### src/rtl/traffic_light_pkg.sv
// Shared definitions for the traffic light controller: state encodings,
// state width, lamp patterns (R,Y,G order) and a sizing helper.
package traffic_light_pkg;

    localparam int unsigned STATE_W = 3;

    typedef enum logic [STATE_W-1:0] {
        MAIN_GREEN  = 3'd0,
        MAIN_YELLOW = 3'd1,
        ALL_RED_A   = 3'd2,
        SIDE_GREEN  = 3'd3,
        SIDE_YELLOW = 3'd4,
        ALL_RED_B   = 3'd5
    } state_t;

    localparam logic [2:0] LAMP_RED    = 3'b100;
    localparam logic [2:0] LAMP_YELLOW = 3'b010;
    localparam logic [2:0] LAMP_GREEN  = 3'b001;

    function automatic int unsigned max_of(input int unsigned a, input int unsigned b);
        return (a > b) ? a : b;
    endfunction

endpackage

### src/rtl/tlc_phase_timer.sv
// Dwell counter for the traffic light controller. Clears when the FSM
// changes state (restart), otherwise counts up and saturates at all-ones.
// rst is asynchronous active-low.
module tlc_phase_timer #(
    parameter int unsigned COUNT_W = 3
) (
    input  logic               clk,
    input  logic               rst,
    input  logic               restart,
    output logic [COUNT_W-1:0] count
);

    // Saturating dwell count, restarted on every state change
    always_ff @(posedge clk or negedge rst) begin
        if (!rst) begin
            count <= '0;
        end else if (restart) begin
            count <= '0;
        end else if (count != '1) begin
            count <= count + 1'b1;
        end
    end

endmodule

### src/rtl/traffic_light_controller.sv
// Two-road traffic light controller: main road rests on green until a
// side/pedestrian request is latched and the minimum green dwell is met.
// Optional macro TLC_ALL_RED_EN inserts all-red clearance states between
// yellow and the opposite green; without it the all-red codes are
// unreachable and recover to MAIN_GREEN. rst is asynchronous active-low.
module traffic_light_controller #(
    parameter int unsigned MAIN_GREEN_MIN  = 4,
    parameter int unsigned YELLOW_TIME     = 2,
    parameter int unsigned SIDE_GREEN_TIME = 3,
    parameter int unsigned ALL_RED_TIME    = 1
) (
    input  logic clk,
    input  logic rst,
    input  logic button,
    output logic main_red,
    output logic main_yellow,
    output logic main_green,
    output logic side_red,
    output logic side_yellow,
    output logic side_green
);

    import traffic_light_pkg::*;

    localparam int unsigned MAX_TIME = max_of(max_of(MAIN_GREEN_MIN, YELLOW_TIME),
                                              max_of(SIDE_GREEN_TIME, ALL_RED_TIME));
    localparam int unsigned COUNT_W  = $clog2(MAX_TIME + 1);

    localparam logic [COUNT_W-1:0] MG_LAST = COUNT_W'(MAIN_GREEN_MIN - 1);
    localparam logic [COUNT_W-1:0] Y_LAST  = COUNT_W'(YELLOW_TIME - 1);
    localparam logic [COUNT_W-1:0] SG_LAST = COUNT_W'(SIDE_GREEN_TIME - 1);
`ifdef TLC_ALL_RED_EN
    localparam logic [COUNT_W-1:0] AR_LAST = COUNT_W'(ALL_RED_TIME - 1);
`endif

    state_t             state;
    state_t             next_state;
    logic               req;
    logic               take_req;
    logic [COUNT_W-1:0] count;
    logic [2:0]         main_lamps;
    logic [2:0]         side_lamps;

    tlc_phase_timer #(
        .COUNT_W (COUNT_W)
    ) u_timer (
        .clk     (clk),
        .rst     (rst),
        .restart (next_state != state),
        .count   (count)
    );

    // State register
    always_ff @(posedge clk or negedge rst) begin
        if (!rst) begin
            state <= MAIN_GREEN;
        end else begin
            state <= next_state;
        end
    end

    // Next-state logic; unlisted codes recover to MAIN_GREEN
    always_comb begin
        next_state = state;
        take_req   = 1'b0;
        case (state)
            MAIN_GREEN: begin
                if (req && (count >= MG_LAST)) begin
                    next_state = MAIN_YELLOW;
                    take_req   = 1'b1;
                end
            end
            MAIN_YELLOW: begin
                if (count == Y_LAST) begin
`ifdef TLC_ALL_RED_EN
                    next_state = ALL_RED_A;
`else
                    next_state = SIDE_GREEN;
`endif
                end
            end
`ifdef TLC_ALL_RED_EN
            ALL_RED_A: begin
                if (count == AR_LAST) next_state = SIDE_GREEN;
            end
            ALL_RED_B: begin
                if (count == AR_LAST) next_state = MAIN_GREEN;
            end
`endif
            SIDE_GREEN: begin
                if (count == SG_LAST) next_state = SIDE_YELLOW;
            end
            SIDE_YELLOW: begin
                if (count == Y_LAST) begin
`ifdef TLC_ALL_RED_EN
                    next_state = ALL_RED_B;
`else
                    next_state = MAIN_GREEN;
`endif
                end
            end
            default: next_state = MAIN_GREEN;
        endcase
    end

    // Request latch: serving the request beats a coincident press
    always_ff @(posedge clk or negedge rst) begin
        if (!rst) begin
            req <= 1'b0;
        end else if (take_req) begin
            req <= 1'b0;
        end else if (button && (state != SIDE_GREEN) && (state != SIDE_YELLOW)) begin
            req <= 1'b1;
        end
    end

    // Moore lamp decode from state
    always_comb begin
        main_lamps = LAMP_RED;
        side_lamps = LAMP_RED;
        case (state)
            MAIN_GREEN:  main_lamps = LAMP_GREEN;
            MAIN_YELLOW: main_lamps = LAMP_YELLOW;
            SIDE_GREEN:  side_lamps = LAMP_GREEN;
            SIDE_YELLOW: side_lamps = LAMP_YELLOW;
            default: begin
                main_lamps = LAMP_RED;
                side_lamps = LAMP_RED;
            end
        endcase
    end

    assign {main_red, main_yellow, main_green} = main_lamps;
    assign {side_red, side_yellow, side_green} = side_lamps;

endmodule

### config.mk
export PLATFORM = sky130hd
export DESIGN_NAME = traffic_light_controller
export DESIGN_NICKNAME = d
export VERILOG_FILES = /design/src/rtl/traffic_light_pkg.sv /design/src/rtl/tlc_phase_timer.sv /design/src/rtl/traffic_light_controller.sv
export SDC_FILE = /design/constraint.sdc
export NUM_CORES = 1
export LEC_CHECK = 0
export CORE_AREA = 2 2 39 41
export CTS_CLUSTER_DIAMETER = 60
export DETAILED_ROUTE_END_ITERATION = 6
export DIE_AREA = 0 0 41 43
export PLACE_DENSITY_LB_ADDON = 0.2
export SYNTH_ARGS = -nofsm -noshare
export SYNTH_HDL_FRONTEND = slang
export SYNTH_SLANG_ARGS = --single-unit
export TNS_END_PERCENT = 20
### constraint.sdc
create_clock -name clk -period 2.4 [get_ports clk]
set_clock_uncertainty 0.2 [all_clocks]
set_input_delay 0.48 -clock clk [delete_from_list [all_inputs] [get_ports clk]]
set_output_delay 0.48 -clock clk [all_outputs]
set_load 0.03 [all_outputs]
# After elaboration in Yosys (flattened, before gate mapping)

Index checks and enable logic that the tools add are counted.

Divide/modulo/power cells: 0
Bitwise operators: 0
Shifts and indexed selects: 0
Reductions and logical operators: 6
Add/subtract/negate cells: 1
Multipliers: 0
$lt $le $gt $ge: 1
Equality and inequality tests: 9
Muxes and demuxes: 13

Operator list:

| cell                                                                   | number |
|---|---|
| 3-bit 2-to-1 mux                                                       | 6 |
| 3-bit case mux with 2 select lines                                     | 2 |
| 3-bit case mux with 4 select lines                                     | 1 |
| 3-bit by 1-bit == test with 1-bit output (second input constant)       | 2 |
| 3-bit by 2-bit == test with 1-bit output (second input constant)       | 2 |
| 3-bit != test (second input constant)                                  | 2 |
| 1-bit 2-to-1 mux                                                       | 4 |
| 2-bit nonzero test                                                     | 2 |
| 3-bit by 1-bit adder with 3-bit output (second input constant)         | 1 |
| 3-bit == test (second input constant)                                  | 1 |
| 3-bit by 2-bit >= comparator with 1-bit output (second input constant) | 1 |
| 1-bit logical AND                                                      | 3 |
| 3-bit logical NOT                                                      | 1 |
| 3-bit by 2-bit != test with 1-bit output (second input constant)       | 1 |
| 3-bit != test                                                          | 1 |

Memories kept: 0
Input bits: 3
Bits in latches: 0
RAM bits: 0
Logic and storage cells: 33
Bits in read-only memories: 0
Output and inout port bits: 6
Register bits: 7

# Longest topological paths before layout

Gate-level depths: netlist (run 1).

Word-level depth: 6
Gate-level depth with buffers: 5
Gate-level depth less buffers: 5

# Modules after synthesis

A second synthesis (run 1) with hierarchy kept.

Cells, all modules: 53
Area, all modules: 465.4 um^2

By module, submodules not included:

| module                   | cells each | area each (um^2) | instances | seq. area each (um^2) |
|---|---|---|---|---|
| traffic_light_controller | 42         | 325.3            | 1         | 100.1 |
| tlc_phase_timer          | 11         | 140.1            | 1         | 75.1 |

# Worst setup path after synthesis (run 1)

Ideal clock, no wire load.

Kind: register to output
Start point: register state[0]
End point: output port side_red
Arrival: 1.316 ns
Path buffers: 1
Required time: 1.720 ns
Setup slack: 0.404 ns
Stages on the path, launching flop included: 5
Cell sequence: dfrtp_1 > buf_2 > or3b_1 > inv_1 > nor2_1

Cells in the longest elaborated chain, start to end: 2
Elaborated cells between the ends (all ways): 3
Classes of those cells: eq/ne: 2; mux: 1

RTL lines:

| what                                                                             | line                            | RTL |
|---|---|---|
| from (decl)                                                                      | traffic_light_controller.sv:36  | `state_t state;` |
| from (signal assigned)                                                           | traffic_light_controller.sv:58  | `state <= next_state;` |
| 3-bit == test / 3-bit by 2-bit == test with 1-bit output (equally long branches) | traffic_light_controller.sv:121 | `case (state)` |
| 3-bit case mux with 2 select lines *                                             | traffic_light_controller.sv:121 |  |
| to (decl)                                                                        | traffic_light_controller.sv:18  | `output logic side_red,` |

Every way passes the cells marked *; elsewhere a longest branch is shown, timed or not.

# Final worst setup path (run 1)

Start point: register state[2]
End point: output port main_red

Cells in the longest elaborated chain, start to end: 2
Elaborated cells between the ends (all ways): 3
Classes of those cells: eq/ne: 1; mux: 1; reduce/logical: 1

RTL lines:

| what                                                                                 | line                            | RTL |
|---|---|---|
| 3-bit by 1-bit == test with 1-bit output / 3-bit logical NOT (equally long branches) | traffic_light_controller.sv:121 |  |
| 3-bit case mux with 2 select lines *                                                 | traffic_light_controller.sv:121 |  |
| to (decl)                                                                            | traffic_light_controller.sv:15  | `output logic main_red,` |

Marked as above.

==> results of run 1 <==
-- flip-flops by register name, indices dropped and copies added, names as in the netlist --
name / count
state: 3
u_timer.count: 3
req: 1
-- final cells by class --
cell class | instances | area (sq um)
multi-input combinational | 37 | 279
clock buffer | 4 | 26.3
sequential | 7 | 175
fill | 141 | 764
timing repair buffer | 11 | 96.3
inverter | 6 | 22.5
tap | 16 | 20.0
-- synthesized netlist by cell type --
| library cell | instances |
|---|---|
| nor2b_1 | 1 |
| buf_2 | 1 |
| and3b_1 | 1 |
| or2_1 | 1 |
| nor3_1 | 5 |
| nand2b_1 | 1 |
| nand4bb_1 | 1 |
| a21oi_1 | 3 |
| nand4_1 | 1 |
| xor2_1 | 1 |
| nor4b_1 | 1 |
| dfrtp_1 | 7 |
| nor2_1 | 5 |
| nor4_4 | 1 |
| or3b_1 | 1 |
| o32ai_1 | 1 |
| nand3_1 | 1 |
| ha_1 | 5 |
| mux2i_1 | 2 |
| a211oi_1 | 1 |
| o21ai_1 | 1 |
| nand2_1 | 1 |
| inv_1 | 6 |
| buf_6 | 1 |
| nand3b_1 | 2 |
-- kinds of logic (layout without fill, tap and decap cells) --
kind of cell / count (synthesis) / count (layout)
AOI/OAI and AO/OA: 6 / 6
muxes: 2 / 2
adders and majority gates: 5 / 5
and+or+nand+nor: 23 / 23
buffers and inverters: 8 / 21
DFF: 7 / 7
xor gates and xnor gates: 1 / 1
-- through the flow --
stage / hold WS, ps / area [sq um] / setup WS (ps)
floorplan: -15.6 / 493 / 404
global placement: 398 / 599 / 202
detailed placement: 372 / 599 / 174
CTS: 279 / 619 / 146
global route: 279 / 619 / 86.0
finish: 272 / 619 / 157
-- metal layers --
| metal | global-route usage, % | vias up | part of all wire, % |
|---|---|---|---|
| met5 | 0 | - | 0 |
| met4 | 6.00 | 0 | 1.3 |
| met3 | 6.28 | 2 | 6.9 |
| met2 | 20.3 | 13 | 48 |
| met1 | 15.8 | 189 | 43 |
| li1 | - | 207 | - |
-- worst min path at each step --
| stage | start | to | slack [ps] | cells after the start |
|---|---|---|---|---|
| after floorplan | rst | req | -20 | 0 |
| after global placement | state[2] | state[1] | 400 | 2 |
| after detailed placement | state[2] | state[1] | 370 | 2 |
| after CTS | rst | state[2] | 280 | 1 |
| after global routing | rst | state[0] | 280 | 1 |
| final | rst | state[2] | 270 | 1 |
-- power groups by stage --
stage | Combinational [mW] | Clock (mW) | Sequential (mW)
after floorplan | 0.395 | 0 | 0.217
final | 0.510 | 0.106 | 0.219
after CTS | 0.519 | 0.110 | 0.221
after global routing | 0.571 | 0.120 | 0.231
after detailed placement | 0.542 | 0 | 0.223
after global placement | 0.549 | 0 | 0.223
-- cell usage in the layout (no fill, tap or decap), types with 2 or more instances in the layout --
cell             Yosys  routed
a21oi_1              3       3
buf_4                0       3
clkbuf_4             0       3
clkdlybuf4s50_1      0       3
dfrtp_1              7       7
dlygate4sd2_1        0       5
ha_1                 5       5
inv_1                6       6
mux2i_1              2       2
nand3b_1             2       2
nor2_1               5       5
nor3_1               5       5
==> run_results.csv, run 1 <==
group,metric,value,unit
status,outcome,"completed",
floorplan,die_w,41,microns
floorplan,core-area,0.00138,sq mm
worst_setup_path,cp_max_fo,5,
synth,ys_types,25,
clock_network,cts_made_buffers,3,
clock_network,cts_root_buffer,"clkbuf_4",
sta,drv_slew,0,
floorplan,rows,14,
power,seq_power_share,26.2,%
power,power_density,1350,mW/mm^2
power,ir_drop,0.000529,V
worst_setup_path,cp-endpoint,"main_red",
synth,yosys_warnings,0,
layout,stdcell_count,81,
power,p_int,0.443,mW
sta,setup_viol,0,
clock_network,htreeDepth,1,
power,p_leak,0.312,nW
grt,grt_use_total,13.5,%
layout,nets,74,
sta,rsz0062_at_grt,"false",
detailed_routing,antenna_left,0,
synth,syn_area_per_cell,9.48,sq um
place,place_inst,77,
floorplan,die_h,43,microns
worst_setup_path,crit_type,"flip-flop to output pin",
worst_setup_path,crit-reg2reg-launch,"u_timer.count[0]",
detailed_routing,dr.pass1.iters,4,
synth,yosysTopAreaCell,"dfrtp_1",
synth,synthAdderAreaFrac,12.7,%
run,maxCapViolations,0,
worst_setup_path,reg2reg_slack,560,ps
detailed_routing,viasPerCell,5.07,
worst_setup_path,crit_cells,2,
synth,synth_seq_cells,7,
place,place.gp.congestion,0.679,
worst_setup_path,startpoint_type,"flip-flop",
place,place_hpwl,690,microns
synth,netlist_instances,52,
synth,ys_seq_area_share,35.5,%
floorplan,start_util,35.6,%
worst_setup_path,reg2reg_to,"u_timer.count[0]",
worst_setup_path,r2r_cells,5,
sta,min_period,2240,ps
grt,globalRouteOverflowTotal,0,
worst_setup_path,crit_chain,"or2_1, clkdlybuf4s50_1",
worst_setup_path,crit_path_top_delay_cell,"clkdlybuf4s50_1",
detailed_routing,drtIter0Drc,6,
layout,antenna_cells,0,
detailed_routing,wirelength,852,microns
sta,slew_headroom,67.2,%
layout,final_util,44.8,%
sta,max_freq,446,MHz
clock_network,cts_sinks,7,
layout,drive_above_1_share,10.8,%
synth,synth_compound_area_share,7.36,%
sta,hold_viol_final,0,
worst_setup_path,cp_data_required_time,1720,ps
grt,grt_pass1_wl,1570,microns
synth,synth_top_family_by_area,"simple AND/OR/NAND/NOR gates",
power,sw_frac_of_total,47.0,%
power,p_total,0.835,mW
synth,syn-cell-area,493,sq um
clock_network,clockBufferDepth,2,
clock_network,cts_hold_buf,0,
worst_setup_path,critPathTopFamily,"buffers and inverters",
detailed_routing,drt-wirelength-per-cell,10.5,microns
sta,tightest_slew,489,ps
synth,yosys.area_share.simple,30.7,%
synth,synth_xor_area_share,1.78,%
clock_network,cts_resized,5,
worst_setup_path,crit_path_end_kind,"output pin",
floorplan,dieArea,0.00176,sq mm
synth,yosys.area.top_type_share,35.5,%
floorplan,top_level_ports,9,
layout,area_growth,25.6,%
sta,post-route-period-util,93.4,%
power,p_clk_share,12.7,%
worst_setup_path,crit_buf_inv,1,
worst_hold_path,hp-class,"input port to async pin",
worst_setup_path,slowest_delay,620,ps
synth,yosys-top-cells-area,"dfrtp_1 (36%), ha_1 (13%), nor3_1 (5.1%)",
clock_network,cts.clk_slew.worst_paths,50,ps
clock_network,postCtsSetupBuffers,0,
sta,setup-tns-final,0,ps
detailed_routing,vias,411,
grt,grt_pass1_vias,374,
synth,syn_nets,60,
worst_setup_path,cp.arrival,1560,ps
detailed_routing,drc,0,
clock_network,worstSkewPairLatency,250,ps
power,switchingPower,0.392,mW
grt,antenna_found_initial,0,
grt,grt_max_degree,10,
synth,synth.mux.area_fraction,4.06,%
power,p_comb_share,61.1,%
clock_network,cts_tree,"yes",
worst_setup_path,crit_start,"state[2]",
place,portBuffers,8,
No activity file was read; power rests on OpenSTA's default activity.
==> inputs of run 2 (changes only) <==
--- a/config.mk
+++ b/config.mk
@@ -12,5 +12,6 @@
 export PLACE_DENSITY_LB_ADDON = 0.2
 export SYNTH_ARGS = -nofsm -noshare
 export SYNTH_HDL_FRONTEND = slang
+export SYNTH_HIERARCHICAL = 1
 export SYNTH_SLANG_ARGS = --single-unit
 export TNS_END_PERCENT = 20
==> run_results.csv, run 2 <==
group,metric,value,unit
status,outcome,"completed",
place,portBuffers,8,
worst_setup_path,slowest_delay,490,ps
layout,n_fill_cell,146,
power,ir_drop,0.000530,V
synth,yosys-top-cells-area,"dfrtp_1 (38%), nor2_1 (6.5%), ha_1 (5.4%)",
clock_network,cts.clk_slew.worst_paths,50,ps
floorplan,core-area,0.00138,sq mm
grt,grt_use_total,12.7,%
detailed_routing,vias,397,
synth,yosys.area.top_type_share,37.6,%
place,place.gp.congestion,0.638,
layout,antenna_cells,0,
floorplan,die_h,43,microns
grt,antenna_found_initial,0,
clock_network,cts_root_buffer,"clkbuf_4",
clock_network,cts_sinks,7,
sta,setup_viol,0,
layout,drive_above_1_share,14.3,%
layout,mostFrequentLayoutCells,"nor2_1 (8), dfrtp_1 (7), dlygate4sd2_1 (5), o21ai_0 (4)",
floorplan,top_level_ports,9,
worst_setup_path,crit_path_top_delay_cell,"dfrtp_1",
worst_setup_path,cp_data_required_time,1720,ps
clock_network,clockBufferDepth,2,
floorplan,rows,14,
synth,syn-cell-area,465,sq um
worst_setup_path,cp.arrival,1540,ps
floorplan,dieArea,0.00176,sq mm
synth,ys_async_sr_fraction,100,%
layout,area_growth,24.5,%
synth,yosys_warnings,6,
synth,syn_area_per_cell,8.78,sq um
detailed_routing,viasPerCell,5.03,
place,place_hpwl,668,microns
grt,grt_max_degree,12,
sta,rsz0062_at_grt,"false",
clock_network,worstSkewPairLatency,250,ps
worst_setup_path,cp_max_fo,11,
floorplan,die_w,41,microns
place,post_dp_cell_area,556,sq um
grt,grt_pass1_wl,1490,microns
grt,globalRouteOverflowTotal,0,
synth,netlist_instances,53,
clock_network,cts_hold_buf,0,
detailed_routing,drtIter0Drc,8,
synth,synth_seq_cells,7,
detailed_routing,drt-wirelength-per-cell,11.2,microns
detailed_routing,drc,0,
synth,yosysTopAreaCell,"dfrtp_1",
worst_setup_path,crit_type,"flip-flop to output pin",
detailed_routing,dr.pass1.iters,4,
sta,setup-tns-final,0,ps
synth,ys_seq_area_share,37.6,%
grt,grt_pass1_vias,350,
synth,synth_edf_count,0,
worst_setup_path,crit_path_end_kind,"output pin",
run,maxCapViolations,0,
sta,hold_viol_final,0,
clock_network,cts_tree,"yes",
worst_setup_path,crit_buf_inv,1,
power,p_leak,0.286,nW
synth,syn_nets,58,
synth,synthMostInstantiatedCell,"nor2_1",
worst_setup_path,critPathTopFamily,"flip-flops",
detailed_routing,antenna_left,0,
power,power_density,1320,mW/mm^2
sta,tightest_slew,424,ps
detailed_routing,wirelength,886,microns
layout,final_util,41.9,%
synth,synth-main-ff-cell,"dfrtp_1",
clock_network,cts_made_buffers,3,
sta,slew_headroom,71.3,%
sta,drv_slew,0,
worst_setup_path,crit_chain,"or2_2, nor2_1, dlygate4sd2_1",
worst_setup_path,startpoint_type,"flip-flop",
synth,synthTopCellsByCount,"nor2_1 (8), dfrtp_1 (7), o21ai_0 (4)",
clock_network,htreeDepth,1,
floorplan,start_util,33.6,%
worst_hold_path,hp-class,"input port to async pin",
sta,min_period,2220,ps
layout,reg_top3,"state x3, u_timer/count x3, req x1",
sta,post-route-period-util,92.3,%
layout,nets,69,
layout,final_common_cell,"nor2_1",
synth,ys_types,27,
layout,fin_area,579,sq um
sta,max_freq,451,MHz
-- run 2: cell types whose count changed after synthesis, moves of 2 or more --
cell / delta
nor2b_1: +2
nor2_1: +3
nor3_1: -3
inv_1: -3
nand3b_1: -2
o21ai_0: +4
ha_1: -3
-- run 2: path summary, 6_finish.rpt --
| kind | start | endpoint | slack, ps | cells past startpoint |
|---|---|---|---|---|
| worst max register to register | state[0] | u_timer/count[0] | 810 | 4 |
| min in group clk | req | req | 400 | 1 |
| max in group asynchronous | rst | state[0] | 1480 | 1 |
| worst min register to register | req | req | 400 | 1 |
| worst max-delay path | state[1] | main_yellow | 180 | 3 |
| worst min-delay path | rst | u_timer/count[0] | 290 | 1 |
-- run 2: kinds of logic (layout without fill, tap and decap cells) --
family | after synthesis | in the layout | synth area share [%]
multiplexers | 3 | 3 | 6.72
AO/OA/AOI/OAI | 13 | 13 | 18.6
XOR/XNOR | 1 | 1 | 1.88
flip-flops | 7 | 7 | 37.6
adder cells (fa/ha/maj) | 2 | 2 | 5.38
buffers and inverters | 7 | 17 | 6.99
AND/OR/NAND/NOR | 20 | 20 | 22.9
-- run 2: layout make-up --
class	count	area (sq um)	share of cell area [%]
inverter	4	15.0	2.59
sequential	7	175	30.2
clock inverter	1	5.00	0.864
multi-input combinational	39	258	44.5
clock buffer	3	22.5	3.89
timing repair buffer	9	83.8	14.5
tap	16	20.0	3.46
-- run 2: routing by layer --
layer / wire (microns) / track usage [%] / vias up
met1: 452 / 17.7 / 182
met2: 409 / 17.8 / 6
met5: 0 / 0 / -
met4: 0 / 8.00 / 0
li1: - / - / 209
met3: 23 / 1.57 / 0
-- run 2: metrics by stage --
stage | power [mW] | setup WS, ps | std cells | hold WS (ps)
after CTS | 0.779 | 51.0 | 79 | 282
after global routing | 0.849 | 85.5 | 79 | 304
after detailed placement | 0.693 | 170 | 75 | 384
final | 0.767 | 185 | 79 | 287
after floorplan | 0.564 | 373 | 53 | -15.6
after global placement | 0.699 | 184 | 75 | 385
-- run 2: power breakdown --
| group | switching, mW | internal (mW) |
|---|---|---|
| combinational | 0.225 | 0.173 |
| sequential | 0.0997 | 0.166 |
| clock | 0.0424 | 0.0607 |
-- run 2: worst register-to-register path, delay by kind of cell (launching register included) --
family	cells	cell delay (ps)
flip-flops	1	490
AND/OR/NAND/NOR	1	140
AO/OA/AOI/OAI	2	330
multiplexers	1	370
-- run 2: timing repair --
| action | CTS | global route |
|---|---|---|
| gates resized for setup | 5 | 1 |
| setup endpoints to repair | 5 | 1 |
| buffers inserted | 0 | 0 |
| pin swaps | 0 | 0 |
